File: src/rtl/multicycle_ctrl_fsm_if.sv
// Control/status bundle between the multi-cycle RV32I controller (master)
// and the datapath it sequences (slave).
interface multicycle_ctrl_fsm_if;
  logic [6:0] op;
  logic [2:0] funct3;
  logic       funct7b5;
  logic       zero;
  logic       pc_write;
  logic       adr_src;
  logic       mem_write;
  logic       ir_write;
  logic [1:0] result_src;
  logic [1:0] alu_src_a;
  logic [1:0] alu_src_b;
  logic [1:0] imm_src;
  logic [2:0] alu_control;
  logic       reg_write;
  logic       instr_done;
  logic       illegal;

  modport master (
    input  op, funct3, funct7b5, zero,
    output pc_write, adr_src, mem_write, ir_write, result_src, alu_src_a,
           alu_src_b, imm_src, alu_control, reg_write, instr_done, illegal
  );

  modport slave (
    output op, funct3, funct7b5, zero,
    input  pc_write, adr_src, mem_write, ir_write, result_src, alu_src_a,
           alu_src_b, imm_src, alu_control, reg_write, instr_done, illegal
  );
endinterface

File: src/rtl/multicycle_ctrl_fsm.sv
// Multi-cycle RV32I control FSM for the shared-memory processor.
// Optional cycle/instret counters are enabled with `define CTRL_PERF_CNT_EN.
module multicycle_ctrl_fsm (
  input  logic                  clk,
  input  logic                  rst,
  multicycle_ctrl_fsm_if.master bus
`ifdef CTRL_PERF_CNT_EN
  ,
  output logic [31:0]           cycle_cnt,
  output logic [31:0]           instret_cnt
`endif
);

  localparam logic [3:0] S_FETCH    = 4'd0;
  localparam logic [3:0] S_DECODE   = 4'd1;
  localparam logic [3:0] S_MEMADR   = 4'd2;
  localparam logic [3:0] S_MEMREAD  = 4'd3;
  localparam logic [3:0] S_MEMWB    = 4'd4;
  localparam logic [3:0] S_MEMWRITE = 4'd5;
  localparam logic [3:0] S_EXECR    = 4'd6;
  localparam logic [3:0] S_ALUWB    = 4'd7;
  localparam logic [3:0] S_EXECI    = 4'd8;
  localparam logic [3:0] S_JAL      = 4'd9;
  localparam logic [3:0] S_BEQ      = 4'd10;
  localparam logic [3:0] S_TRAP     = 4'd11;

  localparam logic [6:0] OP_LW  = 7'b0000011;
  localparam logic [6:0] OP_SW  = 7'b0100011;
  localparam logic [6:0] OP_R   = 7'b0110011;
  localparam logic [6:0] OP_I   = 7'b0010011;
  localparam logic [6:0] OP_JAL = 7'b1101111;
  localparam logic [6:0] OP_BEQ = 7'b1100011;

  localparam logic [2:0] ALU_ADD = 3'b000;
  localparam logic [2:0] ALU_SUB = 3'b001;
  localparam logic [2:0] ALU_AND = 3'b010;
  localparam logic [2:0] ALU_OR  = 3'b011;
  localparam logic [2:0] ALU_SLT = 3'b101;

  logic [3:0] state_q, state_d;

  logic       pc_update, branch, adr_src, mem_write, ir_write, reg_write;
  logic       instr_done, illegal;
  logic [1:0] result_src, alu_src_a, alu_src_b, aluop, imm_src;
  logic [2:0] alu_control;

  always_ff @(posedge clk or posedge rst) begin
    if (rst) state_q <= S_FETCH;
    else     state_q <= state_d;
  end

  always_comb begin
    state_d = state_q;
    case (state_q)
      S_FETCH:  state_d = S_DECODE;
      S_DECODE: begin
        case (bus.op)
          OP_LW, OP_SW: state_d = S_MEMADR;
          OP_R:         state_d = S_EXECR;
          OP_I:         state_d = S_EXECI;
          OP_JAL:       state_d = S_JAL;
          OP_BEQ:       state_d = S_BEQ;
          default:      state_d = S_TRAP;
        endcase
      end
      // Only lw and sw reach MEMADR; op[5] tells them apart.
      S_MEMADR:  state_d = bus.op[5] ? S_MEMWRITE : S_MEMREAD;
      S_MEMREAD: state_d = S_MEMWB;
      S_EXECR, S_EXECI, S_JAL: state_d = S_ALUWB;
      S_MEMWB, S_MEMWRITE, S_ALUWB, S_BEQ: state_d = S_FETCH;
      S_TRAP:    state_d = S_TRAP;
      default:   state_d = S_FETCH;
    endcase
  end

  always_comb begin
    pc_update  = 1'b0;
    branch     = 1'b0;
    adr_src    = 1'b0;
    mem_write  = 1'b0;
    ir_write   = 1'b0;
    reg_write  = 1'b0;
    instr_done = 1'b0;
    illegal    = 1'b0;
    result_src = 2'b00;
    alu_src_a  = 2'b00;
    alu_src_b  = 2'b00;
    aluop      = 2'b00;
    case (state_q)
      S_FETCH: begin
        ir_write   = 1'b1;
        alu_src_b  = 2'b10;
        result_src = 2'b10;
        pc_update  = 1'b1;
      end
      // Precompute the branch target from OldPC + imm while decoding.
      S_DECODE: begin
        alu_src_a = 2'b01;
        alu_src_b = 2'b01;
      end
      S_MEMADR: begin
        alu_src_a = 2'b10;
        alu_src_b = 2'b01;
      end
      S_MEMREAD: adr_src = 1'b1;
      S_MEMWB: begin
        result_src = 2'b01;
        reg_write  = 1'b1;
        instr_done = 1'b1;
      end
      S_MEMWRITE: begin
        adr_src    = 1'b1;
        mem_write  = 1'b1;
        instr_done = 1'b1;
      end
      S_EXECR: begin
        alu_src_a = 2'b10;
        aluop     = 2'b10;
      end
      S_EXECI: begin
        alu_src_a = 2'b10;
        alu_src_b = 2'b01;
        aluop     = 2'b10;
      end
      S_ALUWB: begin
        reg_write  = 1'b1;
        instr_done = 1'b1;
      end
      S_JAL: begin
        alu_src_a = 2'b01;
        alu_src_b = 2'b10;
        pc_update = 1'b1;
      end
      S_BEQ: begin
        alu_src_a  = 2'b10;
        aluop      = 2'b01;
        branch     = 1'b1;
        instr_done = 1'b1;
      end
      S_TRAP:  illegal = 1'b1;
      default: ;
    endcase
  end

  always_comb begin
    alu_control = ALU_ADD;
    case (aluop)
      2'b00: alu_control = ALU_ADD;
      2'b01: alu_control = ALU_SUB;
      default: begin
        case (bus.funct3)
          3'b000:  alu_control = (bus.op[5] & bus.funct7b5) ? ALU_SUB : ALU_ADD;
          3'b010:  alu_control = ALU_SLT;
          3'b110:  alu_control = ALU_OR;
          3'b111:  alu_control = ALU_AND;
          default: alu_control = ALU_ADD;
        endcase
      end
    endcase
  end

  always_comb begin
    case (bus.op)
      OP_SW:   imm_src = 2'b01;
      OP_BEQ:  imm_src = 2'b10;
      OP_JAL:  imm_src = 2'b11;
      default: imm_src = 2'b00;
    endcase
  end

  // Everything is gated by rst so a mid-instruction reset kills writes at once.
  assign bus.pc_write    = ~rst & (pc_update | (branch & bus.zero));
  assign bus.adr_src     = ~rst & adr_src;
  assign bus.mem_write   = ~rst & mem_write;
  assign bus.ir_write    = ~rst & ir_write;
  assign bus.reg_write   = ~rst & reg_write;
  assign bus.instr_done  = ~rst & instr_done;
  assign bus.illegal     = ~rst & illegal;
  assign bus.result_src  = rst ? 2'b00 : result_src;
  assign bus.alu_src_a   = rst ? 2'b00 : alu_src_a;
  assign bus.alu_src_b   = rst ? 2'b00 : alu_src_b;
  assign bus.imm_src     = rst ? 2'b00 : imm_src;
  assign bus.alu_control = rst ? 3'b000 : alu_control;

`ifdef CTRL_PERF_CNT_EN
  logic [31:0] cycle_q, instret_q;

  always_ff @(posedge clk or posedge rst) begin
    if (rst) begin
      cycle_q   <= 32'd0;
      instret_q <= 32'd0;
    end else begin
      cycle_q <= cycle_q + 32'd1;
      if (instr_done) instret_q <= instret_q + 32'd1;
    end
  end

  assign cycle_cnt   = cycle_q;
  assign instret_cnt = instret_q;
`endif

endmodule

File: src/flat_wrapper.sv
// flat-port wrapper written by rule: the top's interface ports become plain ports
module multicycle_ctrl_fsm_flat 
  (clk, rst, bus_op, bus_funct3, bus_funct7b5, bus_zero, bus_pc_write, bus_adr_src, bus_mem_write, bus_ir_write, bus_result_src, bus_alu_src_a, bus_alu_src_b, bus_imm_src, bus_alu_control, bus_reg_write, bus_instr_done, bus_illegal);
  multicycle_ctrl_fsm_if bus_i ();
  input  logic clk;
  input  logic rst;
  input wire logic [$bits(bus_i.op)-1:0] bus_op;
  input wire logic [$bits(bus_i.funct3)-1:0] bus_funct3;
  input wire logic [$bits(bus_i.funct7b5)-1:0] bus_funct7b5;
  input wire logic [$bits(bus_i.zero)-1:0] bus_zero;
  output wire logic [$bits(bus_i.pc_write)-1:0] bus_pc_write;
  output wire logic [$bits(bus_i.adr_src)-1:0] bus_adr_src;
  output wire logic [$bits(bus_i.mem_write)-1:0] bus_mem_write;
  output wire logic [$bits(bus_i.ir_write)-1:0] bus_ir_write;
  output wire logic [$bits(bus_i.result_src)-1:0] bus_result_src;
  output wire logic [$bits(bus_i.alu_src_a)-1:0] bus_alu_src_a;
  output wire logic [$bits(bus_i.alu_src_b)-1:0] bus_alu_src_b;
  output wire logic [$bits(bus_i.imm_src)-1:0] bus_imm_src;
  output wire logic [$bits(bus_i.alu_control)-1:0] bus_alu_control;
  output wire logic [$bits(bus_i.reg_write)-1:0] bus_reg_write;
  output wire logic [$bits(bus_i.instr_done)-1:0] bus_instr_done;
  output wire logic [$bits(bus_i.illegal)-1:0] bus_illegal;
  assign bus_i.op = bus_op;
  assign bus_i.funct3 = bus_funct3;
  assign bus_i.funct7b5 = bus_funct7b5;
  assign bus_i.zero = bus_zero;
  assign bus_pc_write = bus_i.pc_write;
  assign bus_adr_src = bus_i.adr_src;
  assign bus_mem_write = bus_i.mem_write;
  assign bus_ir_write = bus_i.ir_write;
  assign bus_result_src = bus_i.result_src;
  assign bus_alu_src_a = bus_i.alu_src_a;
  assign bus_alu_src_b = bus_i.alu_src_b;
  assign bus_imm_src = bus_i.imm_src;
  assign bus_alu_control = bus_i.alu_control;
  assign bus_reg_write = bus_i.reg_write;
  assign bus_instr_done = bus_i.instr_done;
  assign bus_illegal = bus_i.illegal;
  multicycle_ctrl_fsm u_core (.clk(clk), .rst(rst), .bus(bus_i));
endmodule
File: config.mk
export PLATFORM = sky130hd
export DESIGN_NAME = multicycle_ctrl_fsm_flat
export DESIGN_NICKNAME = d
export VERILOG_FILES = /design/src/rtl/multicycle_ctrl_fsm_if.sv /design/src/rtl/multicycle_ctrl_fsm.sv /design/src/flat_wrapper.sv
export SDC_FILE = /design/constraint.sdc
export NUM_CORES = 1
export LEC_CHECK = 0
export ABC_AREA = 1
export CAP_MARGIN = 5
export CORE_MARGIN = 8
export CORE_UTILIZATION = 37
export DETAILED_ROUTE_END_ITERATION = 8
export GPL_ROUTABILITY_DRIVEN = 1
export HOLD_SLACK_MARGIN = 0.03
export PLACE_DENSITY = 0.9
export SLEW_MARGIN = 20
export SYNTH_ARGS = -nofsm -noshare
export SYNTH_HDL_FRONTEND = slang
export SYNTH_SLANG_ARGS = --single-unit
File: constraint.sdc
create_clock -name clk -period 1.3 [get_ports clk]
set_input_delay 0.26 -clock clk [delete_from_list [all_inputs] [get_ports clk]]
set_output_delay 0.26 -clock clk [all_outputs]
set_load 0.01 [all_outputs]
---- After elaboration in Yosys (flattened, before gate mapping) ----
Cells that the tools add are included.
Widths: inputs -> output; s select.
word-level totals
  bits in registers ....................... 4
  latch bits .............................. 0
  memory bits (writable) .................. 0
  bits in read-only memories .............. 0
  input bits .............................. 14
  output and inout port bits .............. 18
  word-level logic and storage cells ...... 70
  memories kept ........................... 0
operators by class
  $add $sub $neg .......................... 0
  multipliers ............................. 0
  divide/modulo/power cells ............... 0
  magnitude comparators ................... 0
  equality and inequality tests ........... 21
  shift operators ......................... 0
  multiplexer cells ....................... 24
  bitwise gates (word level) .............. 11
  reductions and logical operators ........ 13
operator list
  cell                number
  $pmux 4 s6          1
  $pmux 4 s5          1
  $eq 4x3->1 const B  4
  $eq 4x4->1 const B  4
  $pmux 2 s2          4
  $eq 7x6->1 const B  2
  $eq 7x7->1 const B  2
  $pmux 3 s4          1
  $reduce_or 2->1     6
  $and 1x1->1         9
  $mux 1              9
  $eq 4x2->1 const B  2
  $mux 2              4
  $reduce_or 4->1     2
  $eq 7x2->1 const B  1
  $eq 7x5->1 const B  1
  $eq 3x3->1 const B  2
  $mux 3              2
  $pmux 2 s3          1
  $pmux 3 s2          1
  $reduce_or 3->1     2
  $eq 4x1->1 const B  1
  $logic_not 4->1     1
  $eq 3x2->1 const B  1
  5 further kinds     5

---- Longest topological paths before layout ----
Gate-level depths: netlist of the first run.
  depth after elaboration ................. 6
  gate-level depth with buffers ........... 8
  gate-level depth less buffers ........... 8

---- Worst setup path after synthesis of the first run ----
OpenSTA, ideal clock, no wires.
  kind .................................... register -> output
  from .................................... reg u_core.state_q[1]
  to ...................................... out bus_result_src[1]
  data arrival time ....................... 1.111 ns
  data required time ...................... 1.040 ns
  slack ................................... -0.071 ns
  stages on the path, launching flop included .. 5
  buffers on the path ..................... 1
  cell sequence ........................... dfrtp_1 nor2_1 nand2_1 nor2_1 buf_4
between the ends
  cells in the longest elaborated chain, start to end .. 3
  elaborated cells between the ends (all ways) .. 4
  those cells by class .................... 1 x eq/ne; 2 x mux; 1 x reduce/logical
ends and longest elaborated chain
  item                                           RTL line                    RTL
  start, declared                                multicycle_ctrl_fsm.sv:40   logic [3:0] state_q, state_d;
  start signal, assigned                         multicycle_ctrl_fsm.sv:49   else state_q <= state_d;
  $eq 4x3->1 or $logic_not 4->1 (tied branches)  multicycle_ctrl_fsm.sv:89   case (state_q)
  $pmux 2 s2 *                                   multicycle_ctrl_fsm.sv:89
  $mux 2 *                                       multicycle_ctrl_fsm.sv:179  assign bus.result_src = rst ? 2'b00 : result_src;
  end, declared                                  flat_wrapper.sv:15          output wire logic [$bits(bus_i.result_src)-1:0] bus_result_src;
Every way passes the cells marked *; elsewhere a longest branch is shown, timed or not.

---- Worst setup path in the final report of the first run ----
  from .................................... reg u_core.state_q[3]
  to ...................................... out bus_alu_src_a[1]
between the ends
  cells in the longest elaborated chain, start to end .. 4
  elaborated cells between the ends (all ways) .. 10
  those cells by class .................... 6 x eq/ne; 2 x mux; 2 x reduce/logical
ends and longest elaborated chain
  item                                                                 RTL line                    RTL
  $eq 4x2->1 (tied with other cells)                                   multicycle_ctrl_fsm.sv:89
  $reduce_or 4->1 (no source line) or $reduce_or 2->1 (tied branches)  -
  $pmux 2 s2 *                                                         multicycle_ctrl_fsm.sv:89
  $mux 2 *                                                             multicycle_ctrl_fsm.sv:180  assign bus.alu_src_a = rst ? 2'b00 : alu_src_a;
  end, declared                                                        flat_wrapper.sv:16          output wire logic [$bits(bus_i.alu_src_a)-1:0] bus_alu_src_a;
Marked as above.

==> results of run 1 <==
-- through the flow --
step / cells / hold WS (ns)
CTS: 177 / 0.4786
floorplan: 99 / 0.05812
global placement: 166 / 0.7013
finish: 184 / 0.4495
global route: 184 / 0.4727
detailed placement: 166 / 0.7001
-- cells in the final DEF, fill, tap and decap left out, types with 6 or more instances in the layout --
cell and instances:
buf_4 32, buf_2 17, nand2_1 14, nand2_2 11
inv_2 10, nor2_1 9, nor2_4 8, nand3_1 7
inv_1 6, a21oi_1 6, clkdlybuf4s50_1 6
-- critical path, delay by kind of cell (launching register included) --
family,cells,cell delay (ns)
flip-flops,1,0.41
buffers and inverters,5,0.39
AND/OR/NAND/NOR,4,0.39
AO/OA/AOI/OAI,1,0.04
-- cells by family after synthesis --
kind of cell           count (synthesis)  share of synthesized area [%]
AOI/OAI and AO/OA                     15                          14.06
buffers and inverters                 18                          12.72
DFF                                    4                          17.86
and+or+nand+nor                       62                          55.35
-- worst max-delay path by stage --
stage,endpoint,slack (ns),depth (start not counted)
floorplan,bus_alu_control[0],-0.01,7
global placement,bus_imm_src[0],-0.74,6
detailed placement,bus_imm_src[1],-0.79,6
CTS,bus_alu_src_b[0],-0.39,7
global route,bus_alu_control[0],-0.54,9
finish,bus_alu_src_a[1],-0.43,10
-- synth_stat cells --
| cell type | n | share of area (%) |
|---|---|---|
| a21oi_1 | 7 | 6.2 |
| nor2_2 | 2 | 2.2 |
| clkbuf_1 | 1 | 0.67 |
| nand3_1 | 7 | 6.2 |
| inv_2 | 3 | 2.0 |
| nand2_2 | 4 | 4.5 |
| nor3_1 | 3 | 2.7 |
| buf_4 | 1 | 1.3 |
| nor2_4 | 4 | 8.0 |
| o211ai_1 | 1 | 1.3 |
| o21ai_0 | 4 | 3.6 |
| o21ai_1 | 2 | 1.8 |
| nor2_1 | 15 | 10 |
| dfrtp_1 | 4 | 18 |
| nand4_1 | 3 | 3.3 |
| nor3_4 | 1 | 2.9 |
| inv_1 | 13 | 8.7 |
| a31oi_1 | 1 | 1.1 |
| nand2_1 | 23 | 15 |
-- report_power, final --
| part | leakage (nW) | switching [mW] | internal [mW] |
|---|---|---|---|
| clock | 0.0138 | 0.0489 | 0.103 |
| combinational | 0.589 | 0.783 | 0.720 |
| sequential | 0.0466 | 0.104 | 0.194 |
| total | 0.649 | 0.936 | 1.02 |
-- metal layers --
layer	routed length, um	GRT usage [%]	vias to the layer above
li1	-	-	455
met1	853	15.90	410
met2	1336	30.57	39
met3	205	3.209	8
met4	76	8.800	0
met5	0	0	-
-- layout make-up --
class	count	area, um2
clock buffer	3	22.52
fill	114	274.0
inverter	16	60.06
multi-input combinational	77	479.2
sequential	4	103.9
tap	16	20.02
timing repair buffer	68	511.7
-- timing repair --
action	4_1_cts	5_1_grt
buffers inserted	8	7
resized for setup	103	19
pin swaps	9	13
setup endpoints to repair	20	21
==> impl_metrics.yaml, run 1 <==
clock_network:
  ctsLongestPathBuffers: 2
  path_clk_slew_ns: 0.04
  cts_made_buffers: 3
  ctsHoldBuffers: 0
  root_buffer: "clkbuf_4"
  htree_levels: 1
  clk_latency_ns: 0.24
  cts_tree: "yes"
  clock_sinks: 4
worst_hold_path:
  holdPathStages: 5
  hold_path_class: "in -> reg"
  holdCritStartpoint: "bus_op[4]"
  holdPathEnd: "u_core.state_q[3]$_DFF_PP0_"
place:
  numPortBuffers: 31
  placed_area_um2: 1055
  post-place-ws_ns: -0.7852
  dp_hpwl_um: 1738
  gp_congestion: 0.8503
die:
  fp.coreArea_um2: 1471
  die-area_um2: 3016
  start_util_pct: 38.10
  num_rows: 14
  io_pins: 32
  die_x_um: 54.92
  die_h_um: 54.92
sta:
  fmax_mhz: 577.6
  layout_setup_ws_ns: -0.4312
  maxSlewViolCount: 0
  finalSetupTns_ns: -5.377
  final-setup-viol-count: 20
  tightest_slew_ns: 0.2035
  rsz0062_at_grt: "yes"
  hold_viol_final: 0
  slew_headroom_pct: 86.42
  finClkSkew_ns: 0.006191
  post-route-min-period_ns: 1.731
  timing.final.crit_share_pct: 133.2
worst_setup_path:
  cpPeakStageDelay_ns: 0.41
  required_ns: 1.04
  endpoint_kind: "primary output"
  cp_max_fo: 5
  rr_worst_depth: 9
  critPathSlowestCell: "dfrtp_1"
  ff2ff_setup_slack_ns: -0.09
  crit_path_start_kind: "flip-flop"
  critical_path_class: "reg -> out"
  critPathLaunch: "u_core.state_q[3]$_DFF_PP0_"
  path_cells: "inv_2 > nor2_4 > nand2_2 > nand2_2 > inv_2 > nand2_2 > buf_4 > o21ai_2 > inv_1 > buf_2"
  r2r_end: "u_core.state_q[0]$_DFF_PP0_"
  cpMostUsedCell: "nand2_2"
  crit_arrival_ns: 1.47
  rr_startpoint: "u_core.state_q[3]$_DFF_PP0_"
route:
  ant_nets: 0
  post-route-drc-count: 0
  dr.pass1.iters: 4
  via_per_inst: 4.957
  detail_route.wl_per_cell_um: 13.43
  vias: 912
  drt-initial-drc-count: 9
  routed_wl_um: 2471
yosys:
  avgSynthCellArea_um2: 5.662
  synth-seq-cells: 4
  synth_nets: 113
  synthCells: 99
  synth_cell_types: 19
  synth-warning-count: 0
  yosysSeqAreaShare_pct: 17.86
  synth_area_um2: 560.5
final_layout:
  final_layout_size_suffix_gt1_share_pct: 61.31
  regMostFlops: "u_core.state_q"
  utilization_pct: 81.38
  reg.largest.list: "u_core.state_q: 4 flops"
  syn_to_final_growth_pct: 113.6
  fin_nets: 184
  fin_area_um2: 1197
  antenna_cells: 0
  largest_reg_flops: 4
power_and_ir_drop:
  p_total_mw: 1.952
  ir_drop_mv: 1.157
  p_per_area_nw_per_um2: 1630
  p_leak_nw: 0.6491
run_status:
  status: "finished with violations"
  violations: "setup timing"
global_routing:
  grt_pass1_vias: 921
  grt-ovfl-total: 0
  track_usage_pct: 16.11
  grt_pass1_wl_um: 3726
  antenna_found_initial: 0
  grt_start_max_net_pins: 10
run:
  cap_violations: 0
(Power assumes the default switching activity.)
==> inputs of run 2 (changes only) <==
--- a/config.mk
+++ b/config.mk
@@ -6,7 +6,6 @@
 export NUM_CORES = 1
 export LEC_CHECK = 0
 export ABC_AREA = 1
-export CAP_MARGIN = 5
 export CORE_MARGIN = 8
 export CORE_UTILIZATION = 37
 export DETAILED_ROUTE_END_ITERATION = 8
==> results of run 2 <==
Same layout as run 1: the final DEF is identical, and so are final timing and power.
==> inputs of run 3 (changes only) <==
--- a/config.mk
+++ b/config.mk
@@ -9,7 +9,7 @@
 export CORE_MARGIN = 8
 export CORE_UTILIZATION = 37
 export DETAILED_ROUTE_END_ITERATION = 8
-export GPL_ROUTABILITY_DRIVEN = 1
+export GPL_ROUTABILITY_DRIVEN = 0
 export HOLD_SLACK_MARGIN = 0.03
 export PLACE_DENSITY = 0.9
 export SLEW_MARGIN = 20
==> results of run 3 <==
Same layout as run 1: the final DEF is identical, and so are final timing and power.
